### src/rtl/lz77_match_ctrl_pkg.sv
// Shared constants, state encoding and the candidate-window builder used by
// the LZ77 match sequencer.
package lz77_pkg;

    localparam int SB_DEPTH  = 9;
    localparam int LA_DEPTH  = 8;
    localparam int CMP_BYTES = 7;
    localparam int OFF_W     = 4;
    localparam int CMP_W     = CMP_BYTES * 8;

    typedef enum logic [1:0] {
        ST_IDLE = 2'd0,
        ST_SCAN = 2'd1,
        ST_FIN  = 2'd2
    } state_e;

    // Byte k of the candidate: sb[off-k] while inside the search buffer,
    // otherwise it runs on into the lookahead (overlapping match).
    function automatic logic [CMP_W-1:0] build_cand(
        input logic [SB_DEPTH*8-1:0] sb,
        input logic [LA_DEPTH*8-1:0] la,
        input logic [OFF_W-1:0]      off
    );
        logic [CMP_W-1:0] cand;
        int               j;
        cand = '0;
        for (int k = 0; k < CMP_BYTES; k++) begin
            j = int'(off) - k;
            if (j >= 0 && j < SB_DEPTH)
                cand[(CMP_BYTES-1-k)*8 +: 8] = sb[j*8 +: 8];
            else if (j < 0)
                cand[(CMP_BYTES-1-k)*8 +: 8] = la[(-j-1)*8 +: 8];
        end
        return cand;
    endfunction

endpackage

### src/rtl/lz77_match_ctrl_if.sv
// Request/result bundle between the encoder top-level FSM (master) and the
// match sequencer (slave).
interface lz77_match_ctrl_if;
    import lz77_pkg::*;

    logic                    start;
    logic [SB_DEPTH*8-1:0]   sb_data;
    logic [OFF_W-1:0]        sb_cnt;
    logic [LA_DEPTH*8-1:0]   la_data;
    logic [3:0]              la_cnt;
    logic                    busy;
    logic                    done;
    logic [OFF_W-1:0]        match_off;
    logic [2:0]              match_len;
    logic [7:0]              next_char;
    logic                    eos;

    modport master (
        output start, sb_data, sb_cnt, la_data, la_cnt,
        input  busy, done, match_off, match_len, next_char, eos
    );

    modport slave (
        input  start, sb_data, sb_cnt, la_data, la_cnt,
        output busy, done, match_off, match_len, next_char, eos
    );

endinterface

### src/rtl/lz77_match_ctrl_cmp.sv
// 7-byte prefix comparator: counts equal bytes starting from the MSB byte.
module cmp
    import lz77_pkg::*;
(
    input  logic [CMP_W-1:0] buff1,
    input  logic [CMP_W-1:0] buff2,
    output logic [2:0]       len
);

    logic stop;

    always_comb begin
        len  = 3'd0;
        stop = 1'b0;
        for (int k = 0; k < CMP_BYTES; k++) begin
            if (!stop && buff1[(CMP_BYTES-1-k)*8 +: 8] == buff2[(CMP_BYTES-1-k)*8 +: 8])
                len = len + 3'd1;
            else
                stop = 1'b1;
        end
    end

endmodule

### src/rtl/lz77_match_ctrl.sv
// LZ77 match sequencer: sweeps one search offset per cycle through a single
// comparator and returns the longest (offset, length, next_char) triple.
module lz77_match_ctrl
    import lz77_pkg::*;
(
    input  logic              clk,
    input  logic              reset,
    lz77_match_ctrl_if.slave  bus
);

    // state | meaning
    // IDLE  | waiting for start, last result held on the outputs
    // SCAN  | one search offset compared per cycle
    // FIN   | done pulse, result outputs freshly loaded
    localparam logic [1:0] IDLE = ST_IDLE;
    localparam logic [1:0] SCAN = ST_SCAN;
    localparam logic [1:0] FIN  = ST_FIN;

    logic [1:0]             state;
    logic [SB_DEPTH*8-1:0]  sb_q;
    logic [LA_DEPTH*8-1:0]  la_q;
    logic [OFF_W-1:0]       sb_cnt_q;
    logic [2:0]             lim;
    logic [2:0]             best_len;
    logic [OFF_W-1:0]       best_off;
    logic [OFF_W-1:0]       off;
    logic [OFF_W-1:0]       match_off_q;
    logic [2:0]             match_len_q;
    logic [7:0]             next_char_q;
    logic                   eos_q;

    logic [CMP_W-1:0]       la_word;
    logic [CMP_W-1:0]       cand;
    logic [2:0]             cmp_len;
    logic [2:0]             clen;
    logic                   upd;
    logic [2:0]             new_best_len;
    logic [OFF_W-1:0]       new_best_off;
    logic                   scan_end;
    logic [2:0]             start_lim;

    always_comb begin
        la_word = '0;
        for (int k = 0; k < CMP_BYTES; k++)
            la_word[(CMP_BYTES-1-k)*8 +: 8] = la_q[k*8 +: 8];
    end

    assign cand = build_cand(sb_q, la_q, off);

    cmp u_cmp (
        .buff1 (la_word),
        .buff2 (cand),
        .len   (cmp_len)
    );

    assign clen         = (cmp_len > lim) ? lim : cmp_len;
    assign upd          = (off < sb_cnt_q) && (clen > best_len);
    assign new_best_len = upd ? clen : best_len;
    assign new_best_off = upd ? off : best_off;
    assign scan_end     = (new_best_len == lim) || (off == OFF_W'(SB_DEPTH-1));

    // Only la_cnt-1 bytes may be matched so that next_char always exists.
    always_comb begin
        if (bus.la_cnt == 4'd0)
            start_lim = 3'd0;
        else if (bus.la_cnt >= 4'd8)
            start_lim = 3'd7;
        else
            start_lim = 3'(bus.la_cnt - 4'd1);
    end

    always_ff @(posedge clk) begin
        if (reset) begin
            state       <= IDLE;
            sb_q        <= '0;
            la_q        <= '0;
            sb_cnt_q    <= '0;
            lim         <= '0;
            best_len    <= '0;
            best_off    <= '0;
            off         <= '0;
            match_off_q <= '0;
            match_len_q <= '0;
            next_char_q <= '0;
            eos_q       <= 1'b0;
        end else begin
            case (state)
                IDLE: begin
                    if (bus.start) begin
                        sb_q     <= bus.sb_data;
                        la_q     <= bus.la_data;
                        sb_cnt_q <= bus.sb_cnt;
                        lim      <= start_lim;
                        best_len <= '0;
                        best_off <= '0;
                        off      <= '0;
                        if (bus.la_cnt == 4'd0) begin
                            state       <= FIN;
                            match_off_q <= '0;
                            match_len_q <= '0;
                            next_char_q <= bus.la_data[7:0];
                            eos_q       <= 1'b1;
                        end else begin
                            state <= SCAN;
                        end
                    end
                end
                SCAN: begin
                    best_len <= new_best_len;
                    best_off <= new_best_off;
                    // Result registers load on the way into FIN so they are
                    // already valid while done is high.
                    if (scan_end) begin
                        state       <= FIN;
                        match_off_q <= new_best_off;
                        match_len_q <= new_best_len;
                        next_char_q <= la_q[{new_best_len, 3'b000} +: 8];
                        eos_q       <= 1'b0;
                    end else begin
                        off <= off + OFF_W'(1);
                    end
                end
                FIN:     state <= IDLE;
                default: state <= IDLE;
            endcase
        end
    end

    assign bus.busy      = (state == SCAN);
    assign bus.done      = (state == FIN);
    assign bus.match_off = match_off_q;
    assign bus.match_len = match_len_q;
    assign bus.next_char = next_char_q;
    assign bus.eos       = eos_q;

endmodule

### src/flat_wrapper.sv
// flat-port wrapper written by rule: the top's interface ports become plain ports
module lz77_match_ctrl_flat import lz77_pkg::*;
  (clk, reset, bus_start, bus_sb_data, bus_sb_cnt, bus_la_data, bus_la_cnt, bus_busy, bus_done, bus_match_off, bus_match_len, bus_next_char, bus_eos);
  lz77_match_ctrl_if bus_i ();
  input  logic clk;
  input  logic reset;
  input wire logic [$bits(bus_i.start)-1:0] bus_start;
  input wire logic [$bits(bus_i.sb_data)-1:0] bus_sb_data;
  input wire logic [$bits(bus_i.sb_cnt)-1:0] bus_sb_cnt;
  input wire logic [$bits(bus_i.la_data)-1:0] bus_la_data;
  input wire logic [$bits(bus_i.la_cnt)-1:0] bus_la_cnt;
  output wire logic [$bits(bus_i.busy)-1:0] bus_busy;
  output wire logic [$bits(bus_i.done)-1:0] bus_done;
  output wire logic [$bits(bus_i.match_off)-1:0] bus_match_off;
  output wire logic [$bits(bus_i.match_len)-1:0] bus_match_len;
  output wire logic [$bits(bus_i.next_char)-1:0] bus_next_char;
  output wire logic [$bits(bus_i.eos)-1:0] bus_eos;
  assign bus_i.start = bus_start;
  assign bus_i.sb_data = bus_sb_data;
  assign bus_i.sb_cnt = bus_sb_cnt;
  assign bus_i.la_data = bus_la_data;
  assign bus_i.la_cnt = bus_la_cnt;
  assign bus_busy = bus_i.busy;
  assign bus_done = bus_i.done;
  assign bus_match_off = bus_i.match_off;
  assign bus_match_len = bus_i.match_len;
  assign bus_next_char = bus_i.next_char;
  assign bus_eos = bus_i.eos;
  lz77_match_ctrl u_core (.clk(clk), .reset(reset), .bus(bus_i));
endmodule
### config.mk
export PLATFORM = sky130hd
export DESIGN_NAME = lz77_match_ctrl_flat
export DESIGN_NICKNAME = d
export VERILOG_FILES = /design/src/rtl/lz77_match_ctrl_pkg.sv /design/src/rtl/lz77_match_ctrl_if.sv /design/src/rtl/lz77_match_ctrl_cmp.sv /design/src/rtl/lz77_match_ctrl.sv /design/src/flat_wrapper.sv
export SDC_FILE = /design/constraint.sdc
export NUM_CORES = 1
export LEC_CHECK = 0
export CELL_PAD_IN_SITES_DETAIL_PLACEMENT = 0
export CELL_PAD_IN_SITES_GLOBAL_PLACEMENT = 1
export CORE_ASPECT_RATIO = 0.75
export CORE_MARGIN = 4
export CORE_UTILIZATION = 38
export DETAILED_ROUTE_END_ITERATION = 10
export GPL_ROUTABILITY_DRIVEN = 0
export HOLD_SLACK_MARGIN = 0.02
export PLACE_DENSITY = 0.82
export SETUP_SLACK_MARGIN = 0.5
export SLEW_MARGIN = 20
export SYNTH_ARGS = -nofsm -noshare
export SYNTH_HDL_FRONTEND = slang
export SYNTH_SLANG_ARGS = --single-unit
### constraint.sdc
create_clock -name clk -period 15.3 [get_ports clk]
set_clock_uncertainty 0.15 [all_clocks]
set_input_delay 3.825 -clock clk [delete_from_list [all_inputs] [get_ports clk]]
set_output_delay 3.825 -clock clk [all_outputs]
set_load 0.01 [all_outputs]
==> reports/results.ini <==
[status]
status = finished, final reports clean

[global_route]
grt_usage = 0.287
grt_overflow = 0
antenna_found_initial = 2
grt_pass1_wl_mm = 98.3
grt_pass1_vias = 15500
grt_max_degree = 98

[flow_run]
cap_violations = 0

[power]
p_sw_frac = 0.404
p_leak_uw = 0.00642
p_seq_frac = 0.370
clock_power_share = 0.275
p_int_uw = 945
peakVddDrop_uv = 80.7
p_switching_uw = 640
p_comb_frac = 0.355
powerDensity_mw_per_mm2 = 86.8

[timing]
min_period_over_period = 0.848
timing.fmax_ghz = 0.0771
fin_tns_setup_ns = 0
maxSlewHeadroom = 0.113
setup_violations = 0
fin_crit_ns = 12.97
drv_slew = 0
final-hold-violation-count = 0
rsz0062_at_grt = false
tightest_slew_ns = 1.32

[synth]
yosysWarningCount = 0
synth_edf_count = 0
synth_nets = 2076
synth-seq-cells = 172
syn_area_mm2 = 0.0158
synth_flop_cell = dfxtp_1
ys_seq_area_frac = 0.218
postSynth.asyncResetShare = 0
ys_types = 98
postSynthCellCount = 1896
synth_area_per_cell_um2 = 8.32

[cells_and_area]
fin_cells = 2528
drive_gt1_frac = 0.141
syn_to_final_growth_pct = 15.7
layout.nets = 2133

[routing]
viasPerCell = 6.59
drt-pass1-iter-count = 7
wl_per_cell_um = 26.3
vias = 16700
drt_iter0_markers = 2406
drc = 0
drt_wl_total_mm = 66.4
ant_nets = 0

[clock_tree]
cts_setup_buffers = 0
cts_buffer_depth = 2
cts_resized = 0
postCtsHoldBufs = 0
cts_tree = built
clockRootBuffer = clkbuf_16
clk_transition_reported_paths_ns = 0.07
cts_num_sinks = 172
h-tree-depth = 4
cts_buffers = 17
clock_latency_ns = 0.47

[worst_setup_path]
critPathKind = reg -> reg
slowest_delay_ns = 0.85
cp_slowest_cell = dfxtp_4
cp-start-kind = flop
crit_top_cell = ha_1
end_kind = flop
cp.arrival_ns = 13.18
crit_fanout = 59
worstPathRequired_ns = 15.51

[floorplan]
core_area_mm2 = 0.0409
die_x_um = 243
io_pins = 165
rows = 64
die_h_um = 184
start_util = 0.386
dieArea_mm2 = 0.0449

[place]
dp.cells = 2495
dp_hpwl_mm = 49.3
portBuffers = 164

[min_path]
hold_class = reg -> reg

## per-stage QoR
stage | total power [uW] | cell area (um^2) | setup slack (ns) | util | hold WS, ns
after floorplan | 921 | 15800 | 4.40 | - | 0.284
after global placement | 1120 | 17700 | 2.99 | 0.432 | 0.295
after detailed placement | 1130 | 17700 | 2.55 | 0.432 | 0.304
after CTS | 1560 | 18300 | 2.52 | 0.446 | 0.314
after global routing | 1640 | 18300 | 1.42 | 0.446 | 0.328
final | 1580 | 18300 | 2.33 | 0.446 | 0.316
## flip-flops by register name, summed over array words and instances (netlist names)
name                  count
u_core.bus.match_len      3
u_core.lim                3
u_core.bus.match_off      4
u_core.sb_cnt_q           4
u_core.sb_q              72
u_core.bus.next_char      8
u_core.best_off           4
u_core.la_q              64
u_core.off                4
u_core.state              2
u_core.best_len           3
u_core.bus.eos            1
## cell usage after synthesis, types with 15 or more instances
library cell / instances / share of area
and2_1: 15 / 0.0059
nor2b_1: 19 / 0.0075
nand3_1: 59 / 0.019
nand2_1: 404 / 0.096
a22oi_1: 29 / 0.014
clkbuf_1: 89 / 0.021
o21ai_0: 33 / 0.010
ha_1: 33 / 0.026
dfxtp_1: 172 / 0.22
inv_1: 32 / 0.0076
a221oi_1: 15 / 0.0083
mux4_2: 108 / 0.15
mux2i_1: 112 / 0.071
nand4_1: 19 / 0.0075
buf_2: 38 / 0.012
nor3_1: 30 / 0.0095
a21oi_1: 205 / 0.065
nor2_1: 56 / 0.013
xnor2_1: 21 / 0.012
and3_1: 18 / 0.0071
mux2_2: 52 / 0.037
## area by class of cell
cell class	instances	area, um^2
diodes	1	2.50
clock buffers	17	425
clock inverters	15	148
fillers	4020	22700
inverters	37	139
multi-input cells	1526	11500
flip-flops and latches	172	3450
well taps	561	702
repair buffers	199	1900
## worst max-delay path, delay by kind of cell (launching register included)
kind | cells | cell delay, ns
adders and majority gates | 7 | 2.45
DFF | 1 | 0.85
and+or+nand+nor | 13 | 3.37
muxes | 4 | 1.53
AOI/OAI and AO/OA | 13 | 3.59
buffers and inverters | 2 | 0.82
## placed cells by master, fill, tap and decap left out, drive strengths merged, types with 10 or more instances in the layout
cell and n:
xnor2 23, inv 44, a211oi 10, nor3 31, a21oi 205, clkdlybuf4s50 163, mux2 54, o2111ai 12
mux2i 112, a31o 10, dfxtp 172, and2 15, mux4 108, a22o 13, nand4 19, nor2b 19
or3 14, a31oi 12, a22oi 29, nor2 58, nor4 16, xor2 13, buf 36, a221oi 15
and3 18, a32oi 13, nand2 404, ha 33, clkbuf 17, nand3 59, o21ai 37
## routing by layer
metal,vias to the layer above,GRT usage,routed length [um]
li1,7218,-,-
met1,7937,0.393,27000
met2,1253,0.394,25800
met3,256,0.132,10600
met4,2,0.111,3030
met5,-,0,31
## path summary, 6_finish.rpt
path | slack (ns) | cells after the start | from | to
setup / recovery | 2.33 | 39 | u_core.off[1]$_SDFFE_PP0P_ | u_core.bus.next_char[6]$_SDFFE_PP0P_
hold / removal | 0.32 | 2 | u_core.sb_cnt_q[0]$_SDFFE_PP0P_ | u_core.sb_cnt_q[0]$_SDFFE_PP0P_
setup reg to reg | 2.33 | 39 | u_core.off[1]$_SDFFE_PP0P_ | u_core.bus.next_char[6]$_SDFFE_PP0P_
hold reg to reg | 0.32 | 2 | u_core.sb_cnt_q[0]$_SDFFE_PP0P_ | u_core.sb_cnt_q[0]$_SDFFE_PP0P_
## power groups by stage
stage	sequential, uW	clock (uW)	combinational, uW
2_1_floorplan	528	0	394
3_3_place_gp	584	0	535
3_5_place_dp	585	0	543
4_1_cts	575	441	546
5_1_grt	584	460	601
6_report	587	435	562
## logic make-up (layout without fill, tap and decap cells)
kind of cell	count (synthesis)	in the layout	synth area share
compound gates	466	466	0.196
xor+xnor	36	36	0.0214
fa+ha+maj	33	33	0.0262
buf+inv	198	268	0.0578
flops	172	172	0.218
mux	274	274	0.264
other cells	0	1	0
simple gates	717	717	0.217
(Power assumes the default switching activity.)
